**src/rtl/tmr_fault_monitor.sv**
```systemverilog
// TMR consumer-side checker: registered bitwise majority vote, per-replica
// mismatch flags, persistence-driven resync requests, error counters and alarm.

module tmr_replica_track #(
  parameter int CNT_WIDTH = 8,
  parameter int PERSIST   = 3,
  parameter int PC_W      = 2
) (
  input  logic                 clk,
  input  logic                 rst,
  input  logic                 sample_en_i,
  input  logic                 mm_i,
  input  logic                 mm_prev_i,
  input  logic                 clr_cnt_i,
  input  logic                 pc_clr_i,
  output logic                 hit_o,
  output logic [CNT_WIDTH-1:0] err_cnt_o
);
  logic [PC_W-1:0]      pc_q, pc_d;
  logic [CNT_WIDTH-1:0] cnt_q, cnt_d;
  logic                 rise;

  always_comb begin
    pc_d = pc_q;
    if (sample_en_i) begin
      if (!mm_i)                       pc_d = '0;
      else if (pc_q != PC_W'(PERSIST)) pc_d = pc_q + 1'b1;
    end
  end

  // hit is qualified by sample_en so a held mismatch cannot retrigger while idle
  assign hit_o = sample_en_i && (pc_d == PC_W'(PERSIST));
  assign rise  = sample_en_i && mm_i && !mm_prev_i;

  always_comb begin
    cnt_d = cnt_q;
    if (clr_cnt_i)               cnt_d = '0;
    else if (rise && !(&cnt_q))  cnt_d = cnt_q + 1'b1;
  end

  always_ff @(posedge clk) begin
    if (rst) begin
      pc_q  <= '0;
      cnt_q <= '0;
    end else begin
      pc_q  <= pc_clr_i ? '0 : pc_d;
      cnt_q <= cnt_d;
    end
  end

  assign err_cnt_o = cnt_q;
endmodule

module tmr_fault_monitor #(
  parameter int WIDTH         = 16,
  parameter int CNT_WIDTH     = 8,
  parameter int PERSIST       = 3,
  parameter int RESYNC_CYCLES = 2
) (
  input  logic                 clk,
  input  logic                 rst,
  input  logic                 sample_en,
  input  logic [WIDTH-1:0]     q_1,
  input  logic [WIDTH-1:0]     q_2,
  input  logic [WIDTH-1:0]     q_3,
  input  logic                 clr_cnt,
  output logic [WIDTH-1:0]     voted_q,
  output logic [2:0]           fault,
  output logic [2:0]           resync_req,
  output logic [2:0]           failed,
  output logic [CNT_WIDTH-1:0] err_cnt_1,
  output logic [CNT_WIDTH-1:0] err_cnt_2,
  output logic [CNT_WIDTH-1:0] err_cnt_3,
  output logic                 alarm,
  output logic [1:0]           state
);
  localparam int PC_W = (PERSIST > 1) ? $clog2(PERSIST + 1) : 1;
  localparam int RC_W = (RESYNC_CYCLES > 1) ? $clog2(RESYNC_CYCLES + 1) : 1;

  typedef enum logic [1:0] {
    ST_NORMAL   = 2'd0,
    ST_DEGRADED = 2'd1,
    ST_RESYNC   = 2'd2,
    ST_ALARM    = 2'd3
  } st_e;

  st_e                           state_q, state_d;
  logic [WIDTH-1:0]              maj, vote_q;
  logic [2:0]                    mm, hit, flt_q;
  logic [2:0]                    tgt_q, tgt_d, fail_set, failed_q, failed_d;
  logic [RC_W-1:0]               rc_q;
  logic                          triple, enter_rs, win_open;
  logic [2:0][CNT_WIDTH-1:0]     cnt;

  assign maj    = (q_1 & q_2) | (q_1 & q_3) | (q_2 & q_3);
  assign mm     = {q_3 != maj, q_2 != maj, q_1 != maj};
  assign triple = (q_1 != q_2) && (q_1 != q_3) && (q_2 != q_3);
  assign win_open = (rc_q != '0);

  genvar gi;
  generate
    for (gi = 0; gi < 3; gi++) begin : g_lane
      tmr_replica_track #(
        .CNT_WIDTH(CNT_WIDTH),
        .PERSIST  (PERSIST),
        .PC_W     (PC_W)
      ) u_trk (
        .clk        (clk),
        .rst        (rst),
        .sample_en_i(sample_en),
        .mm_i       (mm[gi]),
        .mm_prev_i  (flt_q[gi]),
        .clr_cnt_i  (clr_cnt),
        .pc_clr_i   (enter_rs && tgt_d[gi]),
        .hit_o      (hit[gi]),
        .err_cnt_o  (cnt[gi])
      );
    end
  endgenerate

  always_ff @(posedge clk) begin
    if (rst) begin
      vote_q <= '0;
      flt_q  <= '0;
    end else if (sample_en) begin
      vote_q <= maj;
      flt_q  <= mm;
    end
  end

  always_ff @(posedge clk) begin
    if (rst) begin
      state_q  <= ST_NORMAL;
      tgt_q    <= '0;
      rc_q     <= '0;
      failed_q <= '0;
    end else begin
      state_q  <= state_d;
      tgt_q    <= tgt_d;
      failed_q <= failed_d;
      if (enter_rs)      rc_q <= RC_W'(RESYNC_CYCLES);
      else if (win_open) rc_q <= rc_q - 1'b1;
    end
  end

  always_comb begin
    state_d  = state_q;
    tgt_d    = tgt_q;
    enter_rs = 1'b0;
    fail_set = '0;
    case (state_q)
      ST_NORMAL: if (sample_en) begin
        if (triple)  state_d = ST_ALARM;
        else if (|mm) state_d = ST_DEGRADED;
      end
      ST_DEGRADED: if (sample_en) begin
        if (triple)      state_d = ST_ALARM;
        else if (!(|mm)) state_d = ST_NORMAL;
        else if (|hit) begin
          state_d  = ST_RESYNC;
          enter_rs = 1'b1;
          // lowest-numbered replica wins a simultaneous persistence hit
          tgt_d    = hit[0] ? 3'b001 : (hit[1] ? 3'b010 : 3'b100);
        end
      end
      ST_RESYNC: if (!win_open && sample_en) begin
        if (triple) state_d = ST_ALARM;
        else if (|(mm & tgt_q)) begin
          fail_set = tgt_q;
          state_d  = ST_DEGRADED;
        end
        else if (|mm) state_d = ST_DEGRADED;
        else          state_d = ST_NORMAL;
      end
      ST_ALARM: state_d = ST_ALARM;
      default:  state_d = ST_NORMAL;
    endcase
  end

  always_comb begin
    failed_d = clr_cnt ? 3'b000 : (failed_q | fail_set);
  end

  always_comb begin
    resync_req = (state_q == ST_RESYNC && win_open) ? tgt_q : 3'b000;
    alarm      = (state_q == ST_ALARM);
    state      = state_q;
  end

  assign voted_q   = vote_q;
  assign fault     = flt_q;
  assign failed    = failed_q;
  assign err_cnt_1 = cnt[0];
  assign err_cnt_2 = cnt[1];
  assign err_cnt_3 = cnt[2];
endmodule
```
**config.mk**
```make
export PLATFORM = sky130hd
export DESIGN_NAME = tmr_fault_monitor
export DESIGN_NICKNAME = d
export VERILOG_FILES = /design/src/rtl/tmr_fault_monitor.sv
export SDC_FILE = /design/constraint.sdc
export NUM_CORES = 1
export LEC_CHECK = 0
export CAP_MARGIN = 30
export CORE_UTILIZATION = 55
export DETAILED_ROUTE_END_ITERATION = 16
export PLACE_DENSITY = 0.89
export RECOVER_POWER = 50
export SYNTH_ARGS = -nofsm -noshare
export SYNTH_HDL_FRONTEND = slang
export SYNTH_SLANG_ARGS = --single-unit
```
**constraint.sdc**
```tcl
create_clock -name clk -period 7.5 [get_ports clk]
set_input_delay 1.5 -clock clk [delete_from_list [all_inputs] [get_ports clk]]
set_output_delay 1.5 -clock clk [all_outputs]
set_load 0.01 [all_outputs]
```
==> results_dict.tcl, run 1 <==
set metrics [dict create \
    hold_path.class "reg2reg" \
    fin_nets 730 \
    dpl.hpwl_um 11000 \
    critPathTopFamily "buffers and inverters" \
    violations "max-capacitance violations, max-slew violations" \
    tritoncts "built" \
    cpMaxStageDelayCell "clkbuf_1" \
    final_util_pct 74.8 \
    period_share_pct 73.2 \
    synth_ff_type "dfxtp_1" \
    gp_congestion 1.00 \
    fin_worst_skew_ns 0.00816 \
    crit_path_end_kind "flop" \
    fill_cells 616 \
    period_minus_slack_ns 5.49 \
    postCtsSetupBuffers 0 \
    p_leak_nw 2.24 \
    ios 104 \
    synth_edf_count 0 \
    root_buffer "clkbuf_8" \
    status "finished with violations" \
    die_h_um 92.7 \
    grt_max_degree 50 \
    postCtsHoldBufs 0 \
    crit_chain "dlygate4sd3_1 -> clkbuf_1 -> inv_1 -> a211oi_2 -> a41oi_1 -> a211oi_1" \
    rsz0062_at_grt "no" \
    setup_tns_ns 0 \
    core.rowCount 32 \
    cts-resized-gates 0 \
    grt_overflow 0 \
    wirelength_um 14300 \
    cts_buffer_depth 2 \
    wl_per_cell_um 19.5 \
    grt_pass1_vias 4695 \
    synth_top_area_share_pct 26.1 \
    syn_area_um2 4530 \
    cp.arrival_ns 5.74 \
    critPathMaxStageDelay_ns 1.49 \
    post_synth_xor_area_fraction_pct 0.387 \
    mostFrequentLayoutCell "clkdlybuf4s50_1" \
    clock.fmax_ghz 0.182 \
    synth-async-reset-ratio_pct 0 \
    critPathKind "in2reg" \
    synth_area_leaders "dfxtp_1 (26%), ha_1 (14%), o31a_1 (9.3%)" \
    yosys.area.top_type "dfxtp_1" \
    synth_simple_gate_area_share_pct 26.6 \
    fp.coreArea_um2 7850 \
    initial_utilization_pct 57.7 \
    dieArea_um2 8600 \
    min_from "failed[1]" \
    ys_ff_latch 59 \
    synth.distinct_cells 53 \
    synth_compound_area_share_pct 29.0 \
    setup_viol 0 \
    htreeDepth 3 \
    power_uw 917 \
    synth_top_family_by_area "compound AO/OA/AOI/OAI gates" \
    synthMuxAreaShare_pct 1.11 \
    clkSinkCount 59 \
    synth.avg_cell_area_um2 8.59 \
    max-slew-margin-rel_pct -38.9 \
    antenna_found_initial 0 \
    io_buffers 103 \
    reg2reg_from "g_lane[1].u_trk.err_cnt_o[0]" \
    drt_pass1_iterations 5 \
    layout-drive-gt1-share_pct 5.70 \
    drt_iter0_drc 354 \
    tightestPinTransition_ns 2.08 \
    crit_fanout 49 \
    cts_buffers 9 \
    area_growth_pct 29.7 \
    yosysSeqAreaShare_pct 26.1 \
    syn_inst 527 \
    worst-path-buf-inv 3 \
    drv_cap 1 \
    drc_errors 0 \
    crit_path_start "sample_en" \
    syn_nets 630 \
    p_per_area_nw_per_um2 156 \
    grt_pass1_wl_um 23500 \
    grt_usage_pct 34.8 \
    final_cell_mix "clkdlybuf4s50_1 (63), nor4_1 (61), dfxtp_1 (59), ha_1 (51), o31a_1 (48)" \
    startpoint_type "primary input" \
    vias 5013 \
    clock_latency_ns 0.34 \
    multi_input_area_um2 3220 \
    synth_fa_ha_area_share_pct 14.1 \
    hold_violations 0 \
    drv_slew 50 \
    ant_nets 0 \
    peakVddDrop_v 0.000141 \
    viasPerCell 6.83 \
    antennaDiodeCount 0 \
    regArea_um2 1180 \
    synth_warnings 0 \
    clkSlewWorstSetupHoldPaths_ns 0.07 \
    holdWs_ns 0.460 \
    dpl_worst_slack_ns 2.99 \
    fp.dieW_um 92.7 \
    cp.required_ns 7.75 \
    fin_ws_ns 2.01 \
]
final cells by class:
| class | instances | area share [%] |
|---|---|---|
| sequential | 59 | 20.1 |
| clock inverter | 5 | 1.71 |
| tap | 102 | 2.17 |
| multi-input combinational | 439 | 54.9 |
| timing repair buffer | 108 | 18.1 |
| clock buffer | 11 | 2.41 |
| inverter | 10 | 0.639 |
power by group:
group / switching [mW] / internal [mW]
sequential: 0.0109 / 0.326
combinational: 0.124 / 0.102
clock: 0.125 / 0.229
layer usage:
layer	wire length, µm	GRT usage [%]	share of wire (%)
met1	5980	44.9	42
met3	1220	7.96	8.5
met2	6670	58.0	47
met5	0	0	0
met4	445	9.74	3.1
final timing paths:
path / endpoint / slack, ns / cells after the start
min: failed[1] / 0.46 / 1
min reg2reg: failed[1] / 0.46 / 1
max reg2reg: g_lane[1].u_trk.err_cnt_o[7] / 5.31 / 6
max: g_lane[2].u_trk.err_cnt_o[6] / 2.01 / 6
state kept, by name, indices dropped and copies added (netlist names):
signal                  flops
tgt_q                       3
rc_q                        2
state                       2
fault                       3
failed                      3
g_lane.u_trk.pc_q           6
voted_q                    16
g_lane.u_trk.err_cnt_o     24
cell families after synthesis:
logic type	count (synthesis)
AOI/OAI and AO/OA	171
adders and majority gates	51
muxes	5
DFF	59
and+or+nand+nor	210
xor gates and xnor gates	2
buffers and inverters	29
worst reg2reg max path, cell delays in order, from the launching register on:
cell and delay (ns):
dfxtp_1 0.37, ha_1 0.25, and2_1 0.20, a311o_1 0.43, a21oi_1 0.46, a31oi_1 0.16, a41o_1 0.22
synth_stat cells, types with 2 or more instances:
cell type and instances:
nor4_1 61, dfxtp_1 59, ha_1 51, o31a_1 48, nor2_1 40, nand2_1 28, a21oi_1 25, o22ai_1 25
nor3_1 23, a211oi_1 22, nand3_1 13, clkbuf_1 10, inv_1 10, a41o_1 7, and3_1 7, o21ai_0 7
a31oi_1 6, and2_1 6, nand4_1 6, nor4_4 6, or3_1 6, mux2i_1 5, a31o_1 4, buf_1 4
a211o_1 3, a32o_1 3, buf_4 3, nand2_2 3, a2111oi_2 2, a311oi_1 2, a31o_2 2, buf_2 2
nand4b_1 2, nor2b_1 2, nor3b_1 2, o311a_1 2, o31ai_1 2, o41ai_1 2, xnor2_1 2
through the flow:
step	area (µm²)	cells
floorplan	4530	527
global placement	5620	716
detailed placement	5630	718
CTS	5870	734
global route	5870	734
finish	5870	734
(Power assumes the default switching activity.)
==> run 2: changes to the inputs <==
--- a/config.mk
+++ b/config.mk
@@ -6,9 +6,9 @@
 export NUM_CORES = 1
 export LEC_CHECK = 0
 export CAP_MARGIN = 30
-export CORE_UTILIZATION = 55
+export CORE_UTILIZATION = 46
 export DETAILED_ROUTE_END_ITERATION = 16
-export PLACE_DENSITY = 0.89
+export PLACE_DENSITY = 0.79
 export RECOVER_POWER = 50
 export SYNTH_ARGS = -nofsm -noshare
 export SYNTH_HDL_FRONTEND = slang
==> constraint.sdc (replaced) <==
create_clock -name clk -period 4.9 [get_ports clk]
set_input_delay 0.98 -clock clk [delete_from_list [all_inputs] [get_ports clk]]
set_output_delay 0.98 -clock clk [all_outputs]
set_load 0.01 [all_outputs]
==> run 2 against run 1 <==
  * The flow now finishes without violations
  * Combinational power increased by 51%
  * Setup slack got worse by 0.71 ns
  * Sequential share of layout area barely moved
  * Final cell count grew 3.7%
  * Utilization decreased by 12 points
  * Routed wire length is 6.1% lower
  * Total power increased by 41%
  * Clock power up 23%
  * Register-to-register slack lost 2.5 ns
  * Clock skew is 0.0026 ns lower
  * Critical endpoint is now failed[0]
==> results_dict.tcl, run 2 (same netlist as run 1, synthesis figures left out) <==
set metrics [dict create \
    internal-power_uw 901 \
    status "finished, final reports clean" \
    reg2reg_from "g_lane[1].u_trk.err_cnt_o[0]" \
    postCtsSetupBuffers 0 \
    viasPerCell 6.41 \
    initial_utilization_pct 48.3 \
    root_buffer "clkbuf_8" \
    r2r-end "g_lane[1].u_trk.err_cnt_o[5]" \
    r2r_setup_slack_ns 2.84 \
    crit_fanout 8 \
    cts_buffer_depth 2 \
    grt_busiest_layer "met2" \
    layout-drive-gt1-share_pct 5.85 \
    setup_tns_ns 0 \
    rsz0062_at_grt "no" \
    vias 4880 \
    swShare_pct 30.3 \
    r2r.worst_path.cells 6 \
    whs_path_depth 2 \
    dieArea_um2 10200 \
    critPathKind "in2reg" \
    fin_nets 730 \
    antenna_found_initial 0 \
    grt_pass1_vias 4295 \
    antennaDiodeCount 0 \
    cp.required_ns 5.13 \
    p_per_area_nw_per_um2 220 \
    final_cell_mix "clkdlybuf4s50_1 (63), nor4_1 (61), dfxtp_1 (59), ha_1 (51), o31a_1 (48)" \
    crit_path_end_kind "flop" \
    core.rowCount 35 \
    cts_buffers 9 \
    met1_usage_pct 34.7 \
    whs_endpoint "rc_q[0]" \
    largest_reg_flops 24 \
    cp.arrival_ns 3.83 \
    p_leak_nw 2.23 \
    combPwrFrac_pct 26.4 \
    dpl.hpwl_um 10400 \
    mostFrequentLayoutCell "clkdlybuf4s50_1" \
    drv_slew 0 \
    grt_pass1_wl_um 21000 \
    htreeDepth 3 \
    ant_nets 0 \
    period_share_pct 73.5 \
    wl_per_cell_um 17.7 \
    fp.dieW_um 101 \
    fp.coreArea_um2 9370 \
    drv_cap 0 \
    switching_power_uw 391 \
    fin_worst_skew_ns 0.00554 \
    drt_pass1_iterations 6 \
    wirelength_um 13400 \
    peakVddDrop_v 0.000180 \
    drt_iter0_drc 438 \
    hold_violations 0 \
    die_h_um 101 \
    tightestPinTransition_ns 0.945 \
    met3_usage_pct 5.11 \
    grt_max_degree 49 \
    final_util_pct 62.6 \
    cts-resized-gates 0 \
    use_met2_pct 44.7 \
    power_frac_seq_pct 39.9 \
    startpoint_type "primary input" \
    min_from "rc_q[1]" \
    io_buffers 103 \
    ios 104 \
    clkSinkCount 59 \
    gp_congestion 0.979 \
    area_growth_pct 29.6 \
    grt_usage_pct 26.4 \
    grt_overflow 0 \
    clock_latency_ns 0.34 \
    setup_viol 0 \
    hold_path.class "reg2reg" \
    tritoncts "built" \
    clkSlewWorstSetupHoldPaths_ns 0.06 \
    postCtsHoldBufs 0 \
    drc_errors 0 \
    clock.fmax_ghz 0.278 \
    period_minus_slack_ns 3.60 \
    max-slew-margin-rel_pct 36.9 \
    power.share.clock_pct 33.7 \
]
-- run 2: cell types whose count changed in the layout (fill, tap and decap cells not counted), sizes merged --
cell / delta
bufinv: -2
buf: +1
clkbuf: -1
clkinv: +1
clkinvlp: +1
-- run 2: area by class of cell --
type | count | area [µm²]
flip-flops and latches | 59 | 1180
clock inverters | 5 | 52.6
fillers | 825 | 3500
well taps | 129 | 161
repair buffers | 108 | 1070
multi-input cells | 439 | 3220
clock buffers | 11 | 141
inverters | 10 | 37.5
-- run 2: power groups by stage --
stage / clock, mW / sequential (mW) / combinational [mW]
final: 0.435 / 0.515 / 0.342
after global routing: 0.471 / 0.518 / 0.367
after CTS: 0.442 / 0.516 / 0.341
after detailed placement: 0 / 0.526 / 0.338
after global placement: 0 / 0.525 / 0.331
after floorplan: 0 / 0.528 / 0.191
-- run 2: per-stage QoR --
step | setup slack (ns) | hold WS [ns] | total power, mW | cell area [µm²] | instances
after floorplan | 2.03 | 0.426 | 0.719 | 4530 | 527
after global placement | 0.934 | 0.439 | 0.856 | 5660 | 743
after detailed placement | 0.989 | 0.449 | 0.863 | 5670 | 745
after CTS | 1.34 | 0.458 | 1.30 | 5870 | 761
after global routing | 1.14 | 0.481 | 1.36 | 5870 | 761
final | 1.30 | 0.460 | 1.29 | 5870 | 761
-- run 2: how the worst max path moves through the flow --
stage / from / to / slack [ns] / cells after the start
6_report: q_2[1] / failed[0] / 1.30 / 8
5_1_grt: q_1[0] / g_lane[2].u_trk.err_cnt_o[6] / 1.14 / 8
4_1_cts: q_2[1] / failed[0] / 1.34 / 8
3_5_place_dp: q_2[2] / g_lane[2].u_trk.err_cnt_o[2] / 0.99 / 8
3_3_place_gp: q_2[1] / g_lane[0].u_trk.err_cnt_o[4] / 0.93 / 8
2_1_floorplan: q_1[14] / failed[0] / 2.03 / 7
-- run 2: layer usage --
metal	wire (µm)	part of all wire [%]
met3	965	7.2
met4	239	1.8
met1	6070	45
met5	0	0
met2	6170	46
-- run 2: critical path, stage by stage --
cell and delay (ns):
clkdlybuf4s50_1 0.48, ha_1 0.32, nor4_1 0.50, o22ai_1 0.20, nor4_4 0.49, nand2_2 0.21, a221o_1 0.38, a32o_1 0.27
==> run 3: changes to the inputs <==
==> constraint.sdc (replaced) <==
create_clock -name clk -period 3.3 [get_ports clk]
set_input_delay 0.66 -clock clk [delete_from_list [all_inputs] [get_ports clk]]
set_output_delay 0.66 -clock clk [all_outputs]
set_load 0.01 [all_outputs]
==> run 3 against run 2 <==
  * Non-clock buffer count is 34 higher
  * Routed wire length is 5.9% higher
  * Cell area is 4.1% higher
  * Register-to-register slack worse by 1.7 ns
  * Largest power group unchanged
  * Die area stayed put
  * Critical endpoint is now rc_q[1]
  * Clock skew is 0.0010 ns higher
  * Worst hold slack better by 0.015 ns
  * Critical path depth is 1 higher
==> results_dict.tcl, run 3 (same netlist as run 1, synthesis figures left out) <==
set metrics [dict create \
    vias 5026 \
    tightestPinTransition_ns 0.566 \
    ios 104 \
    final_cell_mix "clkdlybuf4s50_1 (63), nor4_1 (61), dfxtp_1 (59), ha_1 (51), o31a_1 (48)" \
    period_share_pct 95.1 \
    rsz0062_at_grt "no" \
    dpl_cell_area_um2 5940 \
    die_h_um 101 \
    hold_violations 0 \
    ant_nets 0 \
    drt_pass1_iterations 7 \
    crit_fanout 6 \
    p_per_area_nw_per_um2 307 \
    wl_per_cell_um 18.0 \
    fill_cells 784 \
    clkSlewWorstSetupHoldPaths_ns 0.07 \
    viasPerCell 6.34 \
    drv_slew 0 \
    dpl.hpwl_um 10900 \
    fin_nets 764 \
    largest_reg_flops 24 \
    fin_worst_skew_ns 0.00655 \
    cts_buffers 9 \
    cp.arrival_ns 3.35 \
    wirelength_um 14200 \
    status "finished, final reports clean" \
    root_buffer "clkbuf_8" \
    final_util_pct 65.2 \
    htreeDepth 3 \
    period_minus_slack_ns 3.14 \
    antenna_found_initial 0 \
    setup_tns_ns 0 \
    critPathKind "in2reg" \
    drc_errors 0 \
    mostFrequentLayoutCell "clkdlybuf4s50_1" \
    cp.required_ns 3.51 \
    drt_iter0_drc 357 \
    grt_overflow 0 \
    layout-drive-gt1-share_pct 10.5 \
    p_leak_nw 2.39 \
    final_cell_area_um2 6110 \
    startpoint_type "primary input" \
    io_buffers 103 \
    gp_congestion 0.904 \
    max-slew-margin-rel_pct 61.9 \
    dp_cells 778 \
    power_mw 1.88 \
    peakVddDrop_v 0.000221 \
    area_growth_pct 35.0 \
    fp.dieW_um 101 \
    clkSinkCount 59 \
    finalNonFillerCells 793 \
    grt_usage_pct 28.3 \
    drv_cap 0 \
    crit_path_end_kind "flop" \
    setup_viol 0 \
    core.rowCount 35 \
    hold_path.class "reg2reg" \
    grt_pass1_wl_um 22900 \
    grt_pass1_vias 4728 \
    cts_buffer_depth 2 \
    antennaDiodeCount 0 \
    dieArea_um2 10200 \
    clock_latency_ns 0.34 \
    grt_max_degree 46 \
    initial_utilization_pct 48.3 \
    tritoncts "built" \
    fp.coreArea_um2 9370 \
    r2r_setup_slack_ns 1.17 \
    clock.fmax_ghz 0.319 \
]
run 3: changes by cell type in the layout (fill, tap and decap cells not counted):
cell        change
buf_4          +34
buf_12          +1
buf_2           -1
clkbuf_8        +1
clkbuf_1        -1
clkinvlp_4      -1
bufinv_16       -1
run 3: routing by layer:
metal  part of all wire [%]  vias up  global-route usage (%)
met5                      0        -                       0
met2                     46      176                    45.8
met3                    6.5       26                    5.87
met1                     45     2373                    37.9
li1                       -     2451                       -
met4                    2.0        0                    8.81
run 3: area by class of cell:
type / count / area (µm²) / area share, %
multi-input combinational: 439 / 3220 / 52.8
clock buffer: 11 / 151 / 2.48
sequential: 59 / 1180 / 19.3
clock inverter: 3 / 15.0 / 0.246
timing repair buffer: 142 / 1340 / 21.9
tap: 129 / 161 / 2.64
inverter: 10 / 37.5 / 0.614
run 3: path summary, 6_finish.rpt:
check                               start                            to  depth (start not counted)
max                                q_1[9]                       rc_q[1]                          9
min                             failed[0]                     failed[0]                          1
max reg2reg  g_lane[1].u_trk.err_cnt_o[0]  g_lane[1].u_trk.err_cnt_o[5]                          6
min reg2reg                     failed[0]                     failed[0]                          1
run 3: critical path: stages:
cell             delay, ns
clkdlybuf4s50_1       0.47
ha_1                  0.30
buf_4                 0.16
o31a_1                0.29
o22ai_1               0.42
nor4_4                0.12
a21oi_1               0.39
a211oi_1              0.17
o41ai_1               0.35
run 3: power by group:
part	internal (mW)	total, mW	switching (mW)
combinational	0.252	0.536	0.284
sequential	0.742	0.766	0.0242
clock	0.301	0.576	0.275
total	1.29	1.88	0.584
run 3: timing repair:
action | in CTS | in global routing
gates resized for setup | 0 | 0
endpoints found under the setup margin | 0 | 1
setup buffers | 0 | 1
hold buffers | 0 | 0
run 3: per-stage QoR:
stage	setup slack (ns)	hold slack [ns]
floorplan	0.749	0.426
global placement	-0.0467	0.448
detailed placement	-0.102	0.467
CTS	0.242	0.477
global route	0.0139	0.497
finish	0.163	0.475
